**config.mk**
```make
export PLATFORM = sky130hd
export DESIGN_NAME = k2_gs_butterfly
export DESIGN_NICKNAME = d
export VERILOG_FILES = /design/src/rtl/k2_pkg.sv /design/src/rtl/k2_red.sv /design/src/rtl/k2_gs_butterfly.sv
export SDC_FILE = /design/constraint.sdc
export NUM_CORES = 1
export LEC_CHECK = 0
export BUFFER_PORTS_ARGS = -buffer_cell sky130_fd_sc_hd__buf_2
export CORE_MARGIN = 8
export CORE_UTILIZATION = 62
export DETAILED_ROUTE_END_ITERATION = 10
export GPL_ROUTABILITY_DRIVEN = 0
export PLACE_DENSITY = 0.81
export SYNTH_ARGS = -nofsm -noshare
export SYNTH_HDL_FRONTEND = slang
export SYNTH_SLANG_ARGS = --single-unit
```
**constraint.sdc**
```tcl
create_clock -name clk -period 20.7 [get_ports clk]
set_input_delay 2.07 -clock clk [delete_from_list [all_inputs] [get_ports clk]]
set_output_delay 2.07 -clock clk [all_outputs]
set_load 0.01 [all_outputs]
```
**src/rtl/k2_pkg.sv**
```systemverilog
// Shared constants and helpers for the Kyber-style K2 butterfly datapath.
// Provides modulus q, K^2 factor, coefficient width and 2^-1 mod q helper.
package k2_pkg;

    localparam int KYBER_Q   = 3329;
    localparam int K2_FACTOR = 169;
    localparam int COEF_W    = 12;
    localparam int HALF_Q    = 1665;

    typedef logic [COEF_W-1:0] coef_t;

    // Multiply by 2^-1 mod q: odd x maps to (x-1)/2 + (q+1)/2.
    function automatic coef_t k2_halve(coef_t x);
        coef_t h;
        h = {1'b0, x[COEF_W-1:1]};
        if (x[0]) begin
            h = h + coef_t'(HALF_Q);
        end
        return h;
    endfunction

endpackage

```
**src/rtl/k2_red.sv**
```systemverilog
// Combinational K2RED: 24-bit product to 169*x mod q, fully reduced.
// Two K-RED folds (13*low - high) followed by one signed correction.
module k2_red
    import k2_pkg::*;
(
    input  logic [2*COEF_W-1:0] x_i,
    output logic [COEF_W-1:0]   r_o
);

    localparam int K = 13;

    logic [11:0] lo1_m;
    logic [11:0] lo2_m;
    logic [17:0] c1;
    logic [13:0] c2;

    // Fold twice; c1 in -65535..3315, c2 in -12..3571, then correct once.
    always_comb begin
        lo1_m = 12'(x_i[7:0]) * 12'(K);
        c1    = {6'd0, lo1_m} - {2'd0, x_i[23:8]};
        lo2_m = 12'(c1[7:0]) * 12'(K);
        c2    = {2'd0, lo2_m} - {{4{c1[17]}}, c1[17:8]};
        if (c2[13]) begin
            r_o = 12'(c2 + 14'(KYBER_Q));
        end else if (c2 >= 14'(KYBER_Q)) begin
            r_o = 12'(c2 - 14'(KYBER_Q));
        end else begin
            r_o = c2[11:0];
        end
    end

endmodule

```
**src/rtl/k2_gs_butterfly.sv**
```systemverilog
// Gentleman-Sande inverse butterfly, 3-stage pipeline with global stall.
// Define K2_GS_HALVE_EN to scale both outputs by 2^-1 mod q in S3.
module k2_gs_butterfly
    import k2_pkg::*;
#(
    parameter int TAG_W = 8
) (
    input  logic             clk,
    input  logic             rst_n,
    input  logic             in_valid,
    output logic             in_ready,
    input  logic [11:0]      in_a,
    input  logic [11:0]      in_b,
    input  logic [11:0]      in_w,
    input  logic [TAG_W-1:0] in_tag,
    output logic             out_valid,
    input  logic             out_ready,
    output logic [11:0]      out_u,
    output logic [11:0]      out_v,
    output logic [TAG_W-1:0] out_tag
);

    logic             advance;

    logic             s1_vld_q;
    logic [11:0]      s1_u_q;
    logic [11:0]      s1_d_q;
    logic [11:0]      s1_w_q;
    logic [TAG_W-1:0] s1_tag_q;

    logic             s2_vld_q;
    logic [23:0]      s2_p_q;
    logic [11:0]      s2_u_q;
    logic [TAG_W-1:0] s2_tag_q;

    logic             s3_vld_q;
    logic [11:0]      s3_u_q;
    logic [11:0]      s3_v_q;
    logic [TAG_W-1:0] s3_tag_q;

    logic [12:0]      sum_m;
    logic [12:0]      dif_m;
    logic [11:0]      s1_u_d;
    logic [11:0]      s1_d_d;
    logic [23:0]      s2_p_d;
    logic [11:0]      red_v;
    logic [11:0]      s3_u_d;
    logic [11:0]      s3_v_d;

    // Whole pipe moves together unless the output is held.
    assign advance  = !s3_vld_q || out_ready;
    assign in_ready = advance;

    // Modular add and subtract of the incoming coefficients.
    always_comb begin
        sum_m = {1'b0, in_a} + {1'b0, in_b};
        dif_m = {1'b0, in_a} - {1'b0, in_b};
        if (sum_m >= 13'(KYBER_Q)) begin
            s1_u_d = 12'(sum_m - 13'(KYBER_Q));
        end else begin
            s1_u_d = sum_m[11:0];
        end
        if (dif_m[12]) begin
            s1_d_d = 12'(dif_m + 13'(KYBER_Q));
        end else begin
            s1_d_d = dif_m[11:0];
        end
        s2_p_d = {12'd0, s1_d_q} * {12'd0, s1_w_q};
    end

    k2_red u_red (
        .x_i (s2_p_q),
        .r_o (red_v)
    );

    // Optional 2^-1 scaling applied to both outputs before S3.
    always_comb begin
`ifdef K2_GS_HALVE_EN
        s3_u_d = k2_halve(s2_u_q);
        s3_v_d = k2_halve(red_v);
`else
        s3_u_d = s2_u_q;
        s3_v_d = red_v;
`endif
    end

    // S1: sum, difference, twiddle and tag; bubble when no input.
    always_ff @(posedge clk or negedge rst_n) begin
        if (!rst_n) begin
            s1_vld_q <= 1'b0;
            s1_u_q   <= '0;
            s1_d_q   <= '0;
            s1_w_q   <= '0;
            s1_tag_q <= '0;
        end else if (advance) begin
            s1_vld_q <= in_valid;
            s1_u_q   <= s1_u_d;
            s1_d_q   <= s1_d_d;
            s1_w_q   <= in_w;
            s1_tag_q <= in_tag;
        end
    end

    // S2: full 24-bit product with u and tag riding along.
    always_ff @(posedge clk or negedge rst_n) begin
        if (!rst_n) begin
            s2_vld_q <= 1'b0;
            s2_p_q   <= '0;
            s2_u_q   <= '0;
            s2_tag_q <= '0;
        end else if (advance) begin
            s2_vld_q <= s1_vld_q;
            s2_p_q   <= s2_p_d;
            s2_u_q   <= s1_u_q;
            s2_tag_q <= s1_tag_q;
        end
    end

    // S3: reduced results, held while the consumer stalls.
    always_ff @(posedge clk or negedge rst_n) begin
        if (!rst_n) begin
            s3_vld_q <= 1'b0;
            s3_u_q   <= '0;
            s3_v_q   <= '0;
            s3_tag_q <= '0;
        end else if (advance) begin
            s3_vld_q <= s2_vld_q;
            s3_u_q   <= s3_u_d;
            s3_v_q   <= s3_v_d;
            s3_tag_q <= s2_tag_q;
        end
    end

    assign out_valid = s3_vld_q;
    assign out_u     = s3_u_q;
    assign out_v     = s3_v_q;
    assign out_tag   = s3_tag_q;

endmodule

```
==> results_dict.tcl, run 1 <==
set metrics [dict create \
    status "complete, no violations" \
    relSlewSlack 0.259 \
    rsz0062_at_grt "no" \
    core_sq_um 21800 \
    maxSlewViolCount 0 \
    drtAntennaViolNets 0 \
    cpPeakStageDelay_ns 0.61 \
    reg2reg_depth 28 \
    whs_path_depth 2 \
    drtIter0Drc 611 \
    grt.overflow.total 0 \
    synth_top_area_share 0.225 \
    ys_seq_area_frac 0.225 \
    r2r_end "out_v[7]" \
    grt_pass1_wl_microns 51900 \
    wl_per_cell_microns 15.3 \
    cp-end-kind "flip-flop" \
    cp_max_fo 12 \
    layout-drive-gt1-share 0.0849 \
    arrival_ns 7.92 \
    place_hpwl_microns 23100 \
    cts_tree "done" \
    drc 0 \
    ctsLongestPathBuffers 2 \
    finalClockSkew_ns 0.0116 \
    path_class "flip-flop to flip-flop" \
    syn_to_final_growth_pct 8.13 \
    synth-main-ff-cell "dfrtp_1" \
    synth_largest_area_cell "dfrtp_1" \
    htree_levels 4 \
    ctsHoldBuffers 0 \
    fill_cells 1752 \
    postCtsSetupBuffers 0 \
    async_reset_ff_frac 1.00 \
    final_nets 1984 \
    r2r_start "s2_p_q[0]" \
    fin_setup_tns_ns 0 \
    hp-class "flip-flop to flip-flop" \
    min_period_ns 7.64 \
    num_rows 54 \
    cp.required_ns 20.98 \
    clkTransAtPathRegs_ns 0.07 \
    ios 82 \
    final_common_cell "nand2_1" \
    die_h_microns 165 \
    hold_viol_final 0 \
    min_period_over_period 0.369 \
    grt_antenna_before_repair 0 \
    setup_viol 0 \
    drt_wl_total_microns 29900 \
    crit_start "s2_p_q[0]" \
    numClockSinks 123 \
    dr_total_vias 10929 \
    cts-root-buf "clkbuf_16" \
    grt_start_max_net_pins 68 \
    postCtsResizedCells 0 \
    slowest_stage "a32oi_2" \
    die_x_microns 165 \
    fp.dieArea_sq_um 27100 \
    min_from "out_tag[5]" \
    ys_types 75 \
    worstMarginPinSlew_ns 1.10 \
    synth-seq-cells 123 \
    max_cap_viol_count 0 \
    clk-insertion-delay-late_ns 0.42 \
    synthCells 1620 \
    synth_fp_nets 1945 \
    start_util 0.629 \
    final_cell_mix "357 x nand2_1, 200 x inv_1, 158 x ha_1, 123 x dfrtp_1, 119 x fa_1" \
    worstHoldEndpoint "out_tag[5]" \
    synthTopCellsByArea "dfrtp_1 23%, fa_1 17%, ha_1 14%" \
    synth_edf_count 0 \
    fmax_ghz 0.131 \
    grt_pass1_vias 11226 \
    grt_usage 0.232 \
    critPathLaunchType "flip-flop" \
    diodes 0 \
    place.port_buffers 81 \
    yosysWarningCount 0 \
    numCtsBuffers 17 \
    viasPerCell 5.60 \
    synth_area_sq_um 13700 \
    r2r_setup_slack_ns 13.06 \
    first_pass_iters 5 \
    path_common_cell "ha_1" \
    synth_area_per_cell_sq_um 8.44 \
]
[flip-flops by register name, summed over array words and instances (netlist names), 12 cells and up]
register  flops
s2_p_q       24
s2_u_q       12
out_v        12
out_u        12
s1_d_q       12
s1_u_q       12
s1_w_q       12
[cells in the mapped netlist (all sizes together), types with 5 or more instances]
| master | count |
|---|---|
| a211o | 5 |
| a211oi | 8 |
| a21boi | 5 |
| a21o | 25 |
| a21oi | 76 |
| a31oi | 6 |
| and2 | 49 |
| and3 | 7 |
| buf | 8 |
| clkbuf | 58 |
| dfrtp | 123 |
| fa | 119 |
| ha | 158 |
| inv | 201 |
| nand2 | 358 |
| nand2b | 13 |
| nand3 | 19 |
| nand4 | 7 |
| nor2 | 67 |
| nor2b | 15 |
| nor3 | 20 |
| o21a | 11 |
| o21ai | 63 |
| o21bai | 10 |
| o31ai | 7 |
| or2 | 6 |
| or3 | 8 |
| xnor2 | 65 |
| xor2 | 34 |
[logic make-up (layout without fill, tap and decap cells)]
group	Yosys count	count (layout)	share of synthesized area
simple gates	585	585	0.188
fa+ha+maj	277	277	0.319
buf+inv	269	321	0.0748
compound gates	262	262	0.125
flops	123	123	0.225
xor+xnor	99	99	0.0648
mux	5	5	0.00393
[worst max path at each step]
stage               endpoint  cells past startpoint
CTS                 out_v[7]                     28
floorplan           out_v[2]                     30
finish              out_v[7]                     28
detailed placement  out_v[7]                     28
global placement    out_v[7]                     28
global route        out_v[7]                     28
[layout make-up]
| type | instances | area, sq um | share of cell area |
|---|---|---|---|
| clock buffer | 19 | 453 | 0.0306 |
| clock inverter | 13 | 115 | 0.00778 |
| inverter | 203 | 764 | 0.0517 |
| multi-input combinational | 1228 | 9590 | 0.648 |
| sequential | 123 | 3080 | 0.208 |
| tap | 280 | 350 | 0.0237 |
| timing repair buffer | 86 | 445 | 0.0301 |
[metrics by stage]
step                cell area [sq um]  worst slack, ns   util  hold slack (ns)  std cells
floorplan                       13700            13.92      -            0.430       1620
global placement                14200            13.36  0.654            0.442       1920
detailed placement              14200            13.11  0.654            0.450       1920
CTS                             14800            13.08  0.680            0.464       1952
global route                    14800            12.47  0.680            0.475       1952
finish                          14800            13.06  0.680            0.459       1952
[routing by layer]
layer / vias to the layer above / share of wire / track usage / wire length, microns
met5: - / 0 / 0 / 0
met4: 0 / 0.017 / 0.0606 / 510
met3: 43 / 0.038 / 0.0339 / 1140
met2: 231 / 0.49 / 0.396 / 14700
met1: 5330 / 0.45 / 0.305 / 13500
li1: 5325 / - / - / -
[critical path: cells and delay by family (launching register included)]
family | cells | cell delay [ns]
xor gates and xnor gates | 2 | 0.60
AOI/OAI and AO/OA | 9 | 1.87
buffers and inverters | 3 | 0.18
muxes | 1 | 0.38
and+or+nand+nor | 6 | 1.41
DFF | 1 | 0.37
adders and majority gates | 7 | 2.69
Power of run 1 is not shown: default switching activity piles up to over one toggle a cycle in this logic, so the estimate is an artifact.
==> inputs of run 2 (changes only) <==
ABC_AREA = 1   (was unset)
CORE_UTILIZATION = 58   (was 62)
PLACE_DENSITY = 0.79   (was 0.81)
clock period = 6.8 ns   (was 20.7 ns; I/O delays follow)
==> results_dict.tcl, run 2 <==
set metrics [dict create \
    min_period_ns 6.37 \
    synthAdderAreaFrac 0.303 \
    synth_fp_nets 2286 \
    synth-compound-area-share 0.0692 \
    worstMarginPinSlew_ns 0.941 \
    wl_per_cell_microns 14.4 \
    core_sq_um 24400 \
    ios 82 \
    layout-drive-gt1-share 0.0922 \
    synth-seq-cells 123 \
    grt.overflow.total 0 \
    ys_types 42 \
    die_x_microns 174 \
    die_h_microns 174 \
    grt_pass1_wl_microns 58300 \
    top_register "s2_p_q" \
    cp-end-kind "flip-flop" \
    drt_wl_total_microns 33700 \
    yosysWarningCount 0 \
    place_hpwl_microns 26100 \
    drc 0 \
    synth_top_family_by_area "adder cells" \
    status "complete, no violations" \
    cp_max_fo 12 \
    grt_pass1_vias 12781 \
    synth_area_per_cell_sq_um 7.35 \
    cts_tree "done" \
    fmax_ghz 0.157 \
    stdcell_count 2341 \
    slowest_stage "fa_1" \
    max_cap_viol_count 0 \
    grt_usage 0.228 \
    synthTopCellsByArea "dfrtp_1 21%, nand2_1 17%, fa_1 17%" \
    viasPerCell 5.31 \
    final_common_cell "nand2_1" \
    num_rows 57 \
    diodes 0 \
    clk-insertion-delay-late_ns 0.42 \
    arrival_ns 6.70 \
    ys_seq_area_frac 0.214 \
    synth_top_area_share 0.214 \
    largest_register_ffs 24 \
    cts-root-buf "clkbuf_16" \
    relSlewSlack 0.373 \
    place.port_buffers 81 \
    yosysMostFrequentCell "nand2_1" \
    htree_levels 4 \
    cpPeakStageDelay_ns 0.53 \
    clkTransAtPathRegs_ns 0.07 \
    path_common_cell "nand2_1" \
    ctsHoldBuffers 0 \
    cp.required_ns 7.13 \
    maxSlewViolCount 0 \
    synthCells 1961 \
    min_period_over_period 0.937 \
    dp_cells 2308 \
    final_nets 2329 \
    synth_largest_area_cell "dfrtp_1" \
    fp.dieArea_sq_um 30100 \
    syn_to_final_growth_pct 8.23 \
    setup_viol 0 \
    finalClockSkew_ns 0.0136 \
    dr_total_vias 12429 \
    drtAntennaViolNets 0 \
    ctsLongestPathBuffers 2 \
    hp-class "input pin to asynchronous set/reset pin" \
    post_synth_and_or_nand_nor_area_fraction 0.259 \
    fill_cells 2147 \
    synth-main-ff-cell "dfrtp_1" \
    start_util 0.591 \
    grt_start_max_net_pins 96 \
    synth_common_cells "665 x nand2_1, 332 x inv_1, 158 x ha_1" \
    numCtsBuffers 17 \
    grt_antenna_before_repair 0 \
    final_cell_mix "665 x nand2_1, 331 x inv_1, 157 x ha_1, 123 x dfrtp_1, 119 x fa_1" \
    async_reset_ff_frac 1.00 \
    synth_area_sq_um 14400 \
    first_pass_iters 5 \
    drtIter0Drc 794 \
    hold_viol_final 0 \
    synth_xor_area_frac 0.0450 \
    critPathLaunchType "flip-flop" \
    synth_edf_count 0 \
    numClockSinks 123 \
    path_class "flip-flop to flip-flop" \
    muxShareOfSynthArea 0 \
]
==> run 2: changes by cell type after synthesis, sizes merged, moves of 20 or more <==
| cell | change |
|---|---|
| nand2 | +326 |
| inv | +140 |
| nand3 | +94 |
| and2 | -47 |
| xnor2 | -43 |
| a21o | -20 |
==> run 2: cell type report <==
class	count	area, sq um	share of cell area
well taps	324	405	0.0260
inverters	341	1280	0.0822
clock inverters	12	114	0.00730
flip-flops and latches	123	3080	0.197
multi-input cells	1431	9780	0.627
repair buffers	90	475	0.0305
clock buffers	20	457	0.0293
==> run 2: timing repair <==
action / 4_1_cts / 5_1_grt
hold endpoints to repair: 0 / 0
setup endpoints to repair: 0 / 12
gates resized for setup: 0 / 11
setup buffers: 0 / 1
==> run 2: per-layer routing <==
layer	up-vias	GRT usage	routed length, microns
met4	0	0.0791	1030
met1	5881	0.284	14600
met5	-	0	0
met3	74	0.0473	1970
met2	376	0.388	16100
li1	6098	-	-
==> run 2: worst paths after layout <==
| path | startpoint | end | slack (ns) | cells after the start |
|---|---|---|---|---|
| max reg2reg | s2_p_q[1] | out_v[0] | 0.43 | 35 |
| min in group clk | in_w[9] | s1_w_q[9] | 0.45 | 3 |
| min reg2reg | s2_vld_q | out_valid | 0.45 | 2 |
| max in group asynchronous | rst_n | s2_tag_q[2] | 5.17 | 2 |
| max | s2_p_q[1] | out_v[0] | 0.43 | 35 |
| min | rst_n | out_v[9] | 0.27 | 1 |
==> run 2: critical path: cells and delay by family (launching register included) <==
kind / cells / cell delay, ns
buffers and inverters: 6 / 0.46
XOR/XNOR: 3 / 0.43
AO/OA/AOI/OAI: 5 / 0.73
adder cells (fa/ha/maj): 7 / 2.92
flip-flops: 1 / 0.42
AND/OR/NAND/NOR: 14 / 1.34
==> run 2: cells by family (layout without fill, tap and decap cells) <==
| group | after synthesis | after routing |
|---|---|---|
| fa+ha+maj | 277 | 277 |
| buf+inv | 407 | 463 |
| xor+xnor | 71 | 71 |
| compound gates | 176 | 176 |
| simple gates | 907 | 907 |
| flops | 123 | 123 |
==> run 2: per-stage QoR <==
stage / cell area (sq um) / setup TNS [ns] / hold WS, ns / worst slack [ns] / utilization
floorplan: 14400 / 0 / 0.384 / 0.925 / -
global placement: 15000 / 0 / 0.444 / 0.455 / 0.614
detailed placement: 15000 / 0 / 0.440 / 0.206 / 0.614
CTS: 15500 / 0 / 0.301 / 0.163 / 0.637
global route: 15600 / -0.0673 / 0.333 / -0.0407 / 0.639
finish: 15600 / 0 / 0.271 / 0.430 / 0.639
Power of run 2 is left out for the same reason.
==> inputs of run 3 (changes only) <==
clock period = 5.1 ns   (was 6.8 ns; I/O delays follow)
==> results_dict.tcl, run 3 (synthesis gave the netlist of run 2 again) <==
set metrics [dict create \
    r2r_setup_slack_ns -0.80 \
    fmax_ghz 0.169 \
    max_cap_viol_count 0 \
    critPathLaunchType "flip-flop" \
    cp-end-kind "flip-flop" \
    drt_wl_total_microns 39500 \
    drtAntennaViolNets 0 \
    grt.overflow.total 0 \
    worstMarginPinSlew_ns 1.08 \
    final_area_sq_um 17500 \
    arrival_ns 6.25 \
    hold_viol_final 0 \
    syn_to_final_growth_pct 21.7 \
    grt_start_max_net_pins 84 \
    r2r_start "s2_p_q[1]" \
    setup_viol 12 \
    final_cell_mix "645 x nand2_1, 318 x inv_1, 157 x buf_4, 138 x ha_1, 117 x fa_1" \
    rsz0062_at_grt "yes" \
    path_class "flip-flop to flip-flop" \
    wl_per_cell_microns 15.8 \
    cp_max_fo 4 \
    min_period_ns 5.90 \
    grt_pass1_vias 13722 \
    place.port_buffers 81 \
    finalClockSkew_ns 0.0240 \
    grt_pass1_wl_microns 63100 \
    status "finished with violations" \
    r2r_end "out_v[2]" \
    grt_usage 0.248 \
    drc 0 \
    grt_antenna_before_repair 0 \
    first_pass_iters 6 \
    core_sq_um 24400 \
    fp.dieArea_sq_um 30100 \
    layout_setup_ws_ns -0.805 \
    numClockSinks 123 \
    relSlewSlack 0.283 \
    slowest_stage "fa_1" \
    min_period_over_period 1.16 \
    cts_tree "done" \
    dr_total_vias 13712 \
    layout-drive-gt1-share 0.216 \
    final_nets 2491 \
    clkTransAtPathRegs_ns 0.07 \
    placed_area_sq_um 16200 \
    start_util 0.591 \
    maxSlewViolCount 0 \
    drtIter0Drc 1074 \
    violations "setup timing" \
    cts-root-buf "clkbuf_16" \
    numCtsBuffers 17 \
    fill_cells 1774 \
    hp-class "input pin to asynchronous set/reset pin" \
    die_h_microns 174 \
    largest_register_ffs 24 \
    ctsHoldBuffers 0 \
    htree_levels 4 \
    place_hpwl_microns 28600 \
    viasPerCell 5.48 \
    clk-insertion-delay-late_ns 0.44 \
    final_common_cell "nand2_1" \
    num_rows 57 \
    die_x_microns 174 \
    top_register "s2_p_q" \
    cp.required_ns 5.45 \
    reg2reg_depth 35 \
    cpPeakStageDelay_ns 0.51 \
    ctsLongestPathBuffers 2 \
    diodes 0 \
    ios 82 \
]
-- run 3: cell types whose count changed in the layout (fill, tap and decap cells not counted), moves of 13 or more --
cell / change
a21oi_1: -17
a21oi_2: +15
buf_4: +147
dfrtp_1: -17
dfrtp_2: +17
ha_1: -19
ha_4: +18
inv_1: -13
nand2_1: -20
nand2_2: +18
-- run 3: worst max-delay path by stage --
| stage | startpoint | endpoint | slack, ns | cells past startpoint |
|---|---|---|---|---|
| after global placement | s2_p_q[1] | out_v[6] | -0.58 | 37 |
| after detailed placement | s2_p_q[1] | out_v[0] | -0.79 | 35 |
| final | s2_p_q[1] | out_v[2] | -0.80 | 35 |
| after global routing | s2_p_q[1] | out_v[11] | -1.09 | 35 |
| after floorplan | s2_p_q[2] | out_v[1] | -0.43 | 35 |
| after CTS | s2_p_q[1] | out_v[10] | -0.68 | 37 |
-- run 3: stage by stage --
stage,TNS [ns],utilization,setup slack (ns),cells,hold WS (ns)
after global routing,-12.65,0.719,-1.09,2502,0.122
after global placement,-6.60,0.663,-0.580,2444,0.439
final,-9.46,0.719,-0.805,2502,0.0684
after CTS,-7.97,0.698,-0.683,2488,0.0843
after floorplan,-4.62,-,-0.427,1961,0.214
after detailed placement,-8.73,0.663,-0.789,2444,0.449
-- run 3: worst max-delay path, delay by kind of cell (launching register included) --
kind            cells  cell delay [ns]
xor+xnor            3             0.47
compound gates      6             0.85
simple gates       10             0.96
fa+ha+maj           8             2.50
flops               1             0.41
buf+inv             8             0.66
-- run 3: metal layers --
layer | part of all wire | track usage
met4 | 0.053 | 0.110
met1 | 0.39 | 0.290
met2 | 0.50 | 0.443
met5 | 0 | 0
met3 | 0.063 | 0.0396
-- run 3: area by class of cell --
| type | count | area [sq um] | area share |
|---|---|---|---|
| inverters | 341 | 1290 | 0.0735 |
| well taps | 324 | 405 | 0.0231 |
| clock inverters | 14 | 186 | 0.0106 |
| clock buffers | 17 | 425 | 0.0243 |
| repair inverters | 1 | 7.51 | 0.000428 |
| multi-input cells | 1432 | 10400 | 0.592 |
| repair buffers | 250 | 1730 | 0.0989 |
| flip-flops and latches | 123 | 3100 | 0.177 |
-- run 3: what timing repair did --
action                     in CTS  in global routing
gates resized for setup        41                101
hold endpoints to repair        0                  0
gates cloned                    2                  2
buffers inserted               11                 12
setup endpoints to repair      14                 22
pin swaps                      19                 39
Power of run 3 is left out for the same reason.
